--- src/rtl/quad_encoder_pkg.sv ---
// Shared constants and helpers for the quadrature position decoder.
// The forward Gray walk is 00 -> 10 -> 11 -> 01 -> 00, with the bits ordered {A,B}.
package quad_encoder_pkg;

  localparam logic [1:0] QE_MODE_X4 = 2'd0;
  localparam logic [1:0] QE_MODE_X2 = 2'd1;
  localparam logic [1:0] QE_MODE_X1 = 2'd2;

  localparam logic [1:0] QE_S0 = 2'b00;
  localparam logic [1:0] QE_S1 = 2'b10;
  localparam logic [1:0] QE_S2 = 2'b11;
  localparam logic [1:0] QE_S3 = 2'b01;

  typedef struct packed {
    logic counted;
    logic fwd;
    logic illegal;
  } qe_dec_t;

  function automatic logic [1:0] qe_fwd_next(input logic [1:0] s);
    logic [1:0] n;
    case (s)
      QE_S0:   n = QE_S1;
      QE_S1:   n = QE_S2;
      QE_S2:   n = QE_S3;
      default: n = QE_S0;
    endcase
    return n;
  endfunction

endpackage

--- src/rtl/quad_input_filter.sv ---
// Per-channel front end: a two-flop synchronizer, then a tick-sampled shift register.
// The filtered level only moves once every sample in the window agrees.
module quad_input_filter #(
  parameter int FILTER_DEPTH = 4
) (
  input  logic clock,
  input  logic srst,
  input  logic tick,
  input  logic raw,
  output logic filt
);

  logic [1:0]              sync_q, sync_d;
  logic [FILTER_DEPTH-1:0] shreg_q, shreg_d;
  logic                    filt_q, filt_d;

  always_comb begin
    sync_d  = {sync_q[0], raw};
    shreg_d = tick ? {shreg_q[FILTER_DEPTH-2:0], sync_q[1]} : shreg_q;
    filt_d  = filt_q;
    if (&shreg_q)       filt_d = 1'b1;
    else if (~|shreg_q) filt_d = 1'b0;
  end

  always_ff @(posedge clock) begin
    if (srst) begin
      sync_q  <= '0;
      shreg_q <= '0;
      filt_q  <= 1'b0;
    end else begin
      sync_q  <= sync_d;
      shreg_q <= shreg_d;
      filt_q  <= filt_d;
    end
  end

  assign filt = filt_q;

endmodule

--- src/rtl/quad_position_decoder.sv ---
// Quadrature decoder with x1/x2/x4 counting, a wrapping signed position, index clear,
// illegal-transition flag and edge-period measurement for speed estimation.
module quad_position_decoder
  import quad_encoder_pkg::*;
#(
  parameter int SAMPLING_WIDTH = 16,
  parameter int FILTER_DEPTH   = 4,
  parameter int POS_WIDTH      = 32,
  parameter int PERIOD_WIDTH   = 24
) (
  input  logic                      clock,
  input  logic                      srst,
  input  logic [SAMPLING_WIDTH-1:0] sampling,
  input  logic [1:0]                mode,
  input  logic                      channel_a,
  input  logic                      channel_b,
  input  logic                      channel_z,
  input  logic                      index_clear_en,
  input  logic                      pos_load,
  input  logic [POS_WIDTH-1:0]      pos_load_value,
  input  logic                      error_clear,
  output logic [POS_WIDTH-1:0]      position,
  output logic                      direction,
  output logic                      step_pulse,
  output logic                      index_pulse,
  output logic                      error,
  output logic [PERIOD_WIDTH-1:0]   period,
  output logic                      period_valid
);

  logic                      tick;
  logic                      filt_a, filt_b, filt_z;
  logic [SAMPLING_WIDTH-1:0] div_q, div_d;
  logic [1:0]                prev_ab_q, prev_ab_d;
  logic                      prev_z_q, prev_z_d;
  logic [POS_WIDTH-1:0]      pos_q, pos_d;
  logic                      dir_q, dir_d;
  logic                      step_q, step_d;
  logic                      index_q, index_d;
  logic                      err_q, err_d;
  logic [PERIOD_WIDTH-1:0]   per_cnt_q, per_cnt_d;
  logic [PERIOD_WIDTH-1:0]   period_q, period_d;
  logic                      pv_q, pv_d;
  logic [1:0]                cur_ab, ab_chg;
  logic                      z_rise;
  qe_dec_t                   dec;

  quad_input_filter #(.FILTER_DEPTH(FILTER_DEPTH)) u_filt_a (
    .clock(clock), .srst(srst), .tick(tick), .raw(channel_a), .filt(filt_a));
  quad_input_filter #(.FILTER_DEPTH(FILTER_DEPTH)) u_filt_b (
    .clock(clock), .srst(srst), .tick(tick), .raw(channel_b), .filt(filt_b));
  quad_input_filter #(.FILTER_DEPTH(FILTER_DEPTH)) u_filt_z (
    .clock(clock), .srst(srst), .tick(tick), .raw(channel_z), .filt(filt_z));

  // >= rather than == so a sampling value lowered mid-count cannot strand the divider.
  always_comb begin
    tick  = (div_q >= sampling);
    div_d = tick ? '0 : div_q + 1'b1;
  end

  always_comb begin
    cur_ab      = {filt_a, filt_b};
    ab_chg      = cur_ab ^ prev_ab_q;
    dec.illegal = &ab_chg;
    dec.fwd     = (cur_ab == qe_fwd_next(prev_ab_q));
    dec.counted = 1'b0;
    case (mode)
      QE_MODE_X2: dec.counted = (ab_chg == 2'b10);
      QE_MODE_X1: begin
        dec.counted = (ab_chg == 2'b10) & cur_ab[1];
        dec.fwd     = ~cur_ab[0];
      end
      default:    dec.counted = ^ab_chg;
    endcase
    z_rise    = filt_z & ~prev_z_q;
    prev_ab_d = cur_ab;
    prev_z_d  = filt_z;
  end

  always_comb begin
    pos_d = pos_q;
    if (pos_load)                      pos_d = pos_load_value;
    else if (index_clear_en && z_rise) pos_d = '0;
    else if (dec.counted)              pos_d = dec.fwd ? pos_q + 1'b1 : pos_q - 1'b1;
    dir_d     = dec.counted ? dec.fwd : dir_q;
    step_d    = dec.counted;
    index_d   = z_rise;
    err_d     = dec.illegal | (err_q & ~error_clear);
    per_cnt_d = (&per_cnt_q) ? per_cnt_q : per_cnt_q + 1'b1;
    period_d  = period_q;
    pv_d      = dec.counted;
    if (dec.counted) begin
      per_cnt_d = {{(PERIOD_WIDTH-1){1'b0}}, 1'b1};
      period_d  = per_cnt_q;
    end
  end

  always_ff @(posedge clock) begin
    if (srst) begin
      div_q     <= '0;
      prev_ab_q <= '0;
      prev_z_q  <= 1'b0;
      pos_q     <= '0;
      dir_q     <= 1'b0;
      step_q    <= 1'b0;
      index_q   <= 1'b0;
      err_q     <= 1'b0;
      per_cnt_q <= '0;
      period_q  <= '0;
      pv_q      <= 1'b0;
    end else begin
      div_q     <= div_d;
      prev_ab_q <= prev_ab_d;
      prev_z_q  <= prev_z_d;
      pos_q     <= pos_d;
      dir_q     <= dir_d;
      step_q    <= step_d;
      index_q   <= index_d;
      err_q     <= err_d;
      per_cnt_q <= per_cnt_d;
      period_q  <= period_d;
      pv_q      <= pv_d;
    end
  end

  assign position     = pos_q;
  assign direction    = dir_q;
  assign step_pulse   = step_q;
  assign index_pulse  = index_q;
  assign error        = err_q;
  assign period       = period_q;
  assign period_valid = pv_q;

endmodule

--- config.mk ---
export PLATFORM = sky130hd
export DESIGN_NAME = quad_position_decoder
export DESIGN_NICKNAME = d
export VERILOG_FILES = /design/src/rtl/quad_encoder_pkg.sv /design/src/rtl/quad_input_filter.sv /design/src/rtl/quad_position_decoder.sv
export SDC_FILE = /design/constraint.sdc
export NUM_CORES = 1
export LEC_CHECK = 0
export ABC_AREA = 1
export CAP_MARGIN = 20
export CELL_PAD_IN_SITES_DETAIL_PLACEMENT = 1
export CELL_PAD_IN_SITES_GLOBAL_PLACEMENT = 1
export CORE_UTILIZATION = 39
export CTS_CLUSTER_SIZE = 12
export DETAILED_ROUTE_END_ITERATION = 7
export GPL_TIMING_DRIVEN = 0
export PLACE_DENSITY = 0.86
export SETUP_SLACK_MARGIN = 0.3
export SKIP_CTS_REPAIR_TIMING = 1
export SLEW_MARGIN = 10
export SYNTH_ARGS = -nofsm -noshare
export SYNTH_HDL_FRONTEND = slang
export SYNTH_SLANG_ARGS = --single-unit
--- constraint.sdc ---
create_clock -name clock -period 3.2 [get_ports clock]
set_input_delay 0.32 -clock clock [delete_from_list [all_inputs] [get_ports clock]]
set_output_delay 0.32 -clock clock [all_outputs]
set_load 0.01 [all_outputs]
Word level (Yosys, flattened, before mapping). Cells that the tools add are included.

Reductions and logical operators: 14. Equality and inequality tests: 10. Mux-type cells: 15. Add/sub/neg operators: 4. $lt $le $gt $ge: 1. Bitwise logic cells: 8.

Operator list (count): $mux W32 (4); $add A32 B1 Y32 const B (1); $sub A32 B1 Y32 const B (1); $add A24 B1 Y24 const B (1); $reduce_and A24 Y1 (1); $add A16 B1 Y16 const B (1); $ge A16 B16 Y1 (1); $reduce_and A4 Y1 (3); $reduce_or A4 Y1 (3); $mux W1 (9); $eq A2 B2 Y1 const B (4); $ne A2 B1 Y1 const B (3); $pmux W2 S3 (1); $reduce_or A2 Y1 (2); $and A1 B1 Y1 (3); $not A1 Y1 (3); $reduce_bool A3 Y1 (1); $eq A2 B1 Y1 const B (1); $eq A2 B2 Y1 (1); $logic_not A2 Y1 (1); $ne A2 B2 Y1 const B (1); $pmux W1 S2 (1); $reduce_and A2 Y1 (1); $reduce_xor A2 Y1 (1); 3 further kinds (3).

Output and inout port bits: 61. Bits of input ports: 58. Logic and storage cells: 72. Register bits after elaboration: 124.

Depth between registers and ports, before layout.
Word-level depth: 8. Mapped depth: 22.

Hierarchy. From an unflattened synthesis, not the netlist that was laid out.

Cell total of the unflattened synthesis: 1210. Area, all modules: 7875.1 sq um.

Modules (own cells, without submodules): quad_position_decoder (instances 1, cells an instance 1120, area each 7158.1 sq um); quad_input_filter (instances 3, cells an instance 30, area each 239.0 sq um).

Least setup slack after synthesis. OpenSTA, ideal clock, no wires.

Kind: input to register. Start point: input port mode[0]. End point: register pos_q[31], in the netlist position[31]. Required time: 3.081 ns. Stages on the path: 18. Path slack: 0.779 ns. Arrival: 2.302 ns. Cells stage by stage: inv_1 > ha_1 > inv_2 > nand3_1 > nand2_4 > nand2_8 > buf_6 > buf_2 > ha_1 > inv_1 > nor2_1 > nand2_1 > nor3_1 > nand2_1 > nand2_1 > nand2_1 > nand3_1 > a21oi_1.

Longest elaborated chain between the ends: 6. Elaborated cells between the ends (all ways): 9. Classes of those cells: eq/ne (2); mux (6); reduce/logical (1).

RTL lines: start: declaration (line quad_position_decoder.sv:14) `input logic [1:0] mode,`; $eq A2 B2 Y1 (line quad_position_decoder.sv:67) `case (mode)`; $mux W1 (line quad_position_decoder.sv:67); $mux W32 (2 in a row) (line quad_position_decoder.sv:84) `else if (dec.counted) pos_d = dec.fwd ? pos_q + 1'b1 : pos_q - 1'b1;`; $mux W32 (line quad_position_decoder.sv:83) `else if (index_clear_en && z_rise) pos_d = '0;`; $mux W32 (line quad_position_decoder.sv:82) `if (pos_load) pos_d = pos_load_value;`; end signal: assignment (line quad_position_decoder.sv:115) `pos_q <= pos_d;`; end: declaration (line quad_position_decoder.sv:36) `logic [POS_WIDTH-1:0] pos_q, pos_d;`.

Several ways; a longest one is shown, not always the timed one. The select of a mux whose other input is x is not followed. A chain may end at the register's enable or synchronous reset.

Final worst setup path. Same ends and word-level chain as after synthesis.

==> metrics <==
status=finished, final reports clean; Max-Cap Viols=0; Mapped Avg Cell Area=6.56 µm²; Critical R2R Launch=prev_ab_q[0]; Critical-path top delay cell=clkdlybuf4s50_1; area growth from synthesis to layout=28.9%; Crit Path Max Fanout=10; cell mode on critical path=nand2_1; clock network power share=39.9%; DRT Wirelength=28,100 µm; DR WL/cell=17.4 µm; Seq/Total Area, Yosys=31.7%; FFs w/ async S/R, synth=0%; reg-to-reg endpoint=position[28]; final hold vios=0; Die ar.=0.0206 mm²; sw frac=32.5%; max-slew violation count=0; period utilization=87.7%; RSZ-0062 raised after global routing=yes; crit path to=position[31]; Synth Net Count=1,275; Arrival @ worst endpoint=3.16 ns; launch point of the worst path=mode[0]; crit-path cells=clkdlybuf4s50_1 > inv_1 > ha_1 > inv_2 > nand3_2 > nand2_4 > nand2_8 > buf_12 > buf_12 > ha_1 > inv_2 > nor2_4 > nand2_1 > nand2_1 > inv_1 > nand2_1 > a21oi_2 > nand2_1 > nand2_1 > nand3_1 > a21oi_2; Mapped Cells=1,193; fillers=2,598; initial antenna violation count=1; Rows=51; final worst path period need=2.81 ns; Pint=3070 µW; initial core utilization=39.9%; Post-DP HPWL=21,200 µm; first-pass GRT wire length=43,800 µm; Comb power frac=23.4%; Slew Limit Headroom=35.5%; transition time of the tightest slew-check pin=0.954 ns; via/cell ratio=5.34; synth top area cells=dfxtp_1 (32%), nand2_1 (14%), inv_1 (8.5%); final antenna-violating net count=0; Post-Syn Area=0.00782 mm²; DIE HEIGHT=144 µm; Yosys top cell by area=dfxtp_1; CTS max path bufs=2; crit end category=register; Top Family by Delay on Critical Path=buffers and inverters; dpl cell area=0.00933 mm²; final setup violation count=0; switching power total=1470 µW; Reg clk slew, reported paths=0.06 ns; sequential share of power=36.7%; drt pass-1 iters=5; Place WS=-0.370 ns; n_diodes=0; highest clock rate=0.356 GHz; clk_lat worst skew=0.42 ns; most frequent cells in the layout=nand2_1 (268), inv_1 (175), dfxtp_1 (124), clkdlybuf4s50_1 (117), nor2_1 (102); Worst setup SP type=input port; Max VDD drop=0.382 mV; number of cells on the critical path=21; Cell Count, Final, Fillers Out=1,611; DR vias=8,597; 1st-iter DRT viols=386; PD cells=450 mW/mm²; die width=144 µm; GRT Overall Usage=27.7%; Crit path buffers/inverters=7; Hold WC Path Type=in2reg; most common cell after layout, fill and taps aside=nand2_1; CTS tree=built; worst path required time=3.56 ns; Post-synth EDFFs=0; largest net degree at the start of global routing=17; Root Buffer=clkbuf_16; Ys Warns=0; worst setup margin=0.395 ns; design area=0.0101 mm²; Port Buf Inserts=117; CTS Buf Count=17; Synth top area share=31.7%; H-tree depth=4; io pins=119; flop2flop setup slack=0.59 ns; prevailing post-synth register cell=dfxtp_1; layout cells sized above 1=9.88%; critical path's largest stage delay=0.49 ns; clk_skew=0.00666 ns; Final GP Congestion=0.925; fin nets=1,417; clk sink count=124; drc violations=0; vias in the first global route=8,688; Synth Register Bits=124; hold_ws=0.409 ns; total gr overflow=0; synth unique cells=53; Register-to-Register Path Depth=10; DP Cell Count=1,575; crit path kind=in2reg; Core Area=0.0196 mm²; LEAKAGE=0.00433 µW
-- state kept, by name, indices dropped and copies added (netlist names) --
name,flops
position,32
per_cnt_q,24
period,24
div_q,16
u_filt_a.shreg_q,4
u_filt_b.shreg_q,4
u_filt_z.shreg_q,4
prev_ab_q,2
u_filt_a.sync_q,2
u_filt_b.sync_q,2
u_filt_z.sync_q,2
direction,1
error,1
index_pulse,1
period_valid,1
prev_z_q,1
u_filt_a.filt,1
u_filt_b.filt,1
u_filt_z.filt,1
-- per-layer routing --
| layer | GRT usage (%) | part of all wire, % | up-vias |
|---|---|---|---|
| li1 | - | - | 4158 |
| met4 | 12.9 | 3.5 | 0 |
| met2 | 50.0 | 50 | 216 |
| met3 | 4.13 | 4.0 | 66 |
| met1 | 32.0 | 43 | 4157 |
| met5 | 0 | 0 | - |
-- power by group through the flow --
stage	combinational, µW	sequential (µW)	clock (µW)
finish	1060	1670	1810
global placement	955	1700	0
floorplan	609	1690	0
global route	1160	1670	1890
CTS	992	1660	1830
detailed placement	981	1700	0
-- area by class of cell --
class	count	area [µm²]	area share, %
Multi-Input combinational cell	848	4580	45.4
Clock buffer	19	443	4.39
Timing Repair Buffer	122	1220	12.1
Inverter	184	693	6.87
Sequential cell	124	2480	24.6
Buffer	38	235	2.33
Clock inverter	11	97.6	0.967
Tap cell	265	332	3.29
-- synthesized netlist by cell type (4+ instances only) --
library cell	n
nand2_1	282
inv_1	177
dfxtp_1	124
nor2_1	111
a21oi_1	90
o21ai_0	89
nand3_1	77
clkbuf_1	26
xor2_1	25
ha_1	24
nand2_2	19
o41ai_1	19
nand4_1	16
nor3_1	14
nor2_2	9
nor4_1	7
a41oi_1	6
inv_2	6
xnor2_1	6
xor2_2	6
a221oi_1	5
a31oi_1	5
o21ai_1	5
buf_2	4
buf_6	4
o21bai_1	4
-- worst reg2reg max path: stages, from the launching register on --
cell,delay [ns]
dfxtp_1,0.41
xnor2_1,0.18
inv_1,0.07
ha_1,0.27
inv_1,0.04
o21ai_0,0.44
nor2_1,0.12
inv_1,0.27
clkbuf_1,0.44
o21ai_0,0.17
a21oi_1,0.14
-- worst min path at each step --
| stage | start | endpoint | slack [ns] | cells past startpoint |
|---|---|---|---|---|
| 6_report | channel_b | u_filt_b.sync_q[0] | 0.41 | 3 |
| 2_1_floorplan | u_filt_a.sync_q[0] | u_filt_a.sync_q[1] | 0.39 | 2 |
| 4_1_cts | channel_b | u_filt_b.sync_q[0] | 0.40 | 3 |
| 5_1_grt | channel_b | u_filt_b.sync_q[0] | 0.42 | 3 |
| 3_5_place_dp | u_filt_z.sync_q[0] | u_filt_z.sync_q[1] | 0.40 | 2 |
| 3_3_place_gp | u_filt_z.sync_q[0] | u_filt_z.sync_q[1] | 0.39 | 2 |
-- through the flow --
stage / util [%] / total power (µW) / TNS [ns]
6_report: 51.5 / 4540 / 0
5_1_grt: 51.5 / 4730 / 0
3_5_place_dp: 47.6 / 2680 / -1.40
3_3_place_gp: 47.6 / 2650 / -0.703
2_1_floorplan: - / 2300 / 0
4_1_cts: 50.4 / 4490 / 0
-- kinds of logic after synthesis --
family	count (synthesis)	share of synthesized area, %
buffers and inverters	222	11.5
AND/OR/NAND/NOR	549	30.6
adder cells (fa/ha/maj)	24	3.84
XOR/XNOR	38	5.07
AO/OA/AOI/OAI	236	17.3
flip-flops	124	31.7
Power figures use the tool's default switching activity.
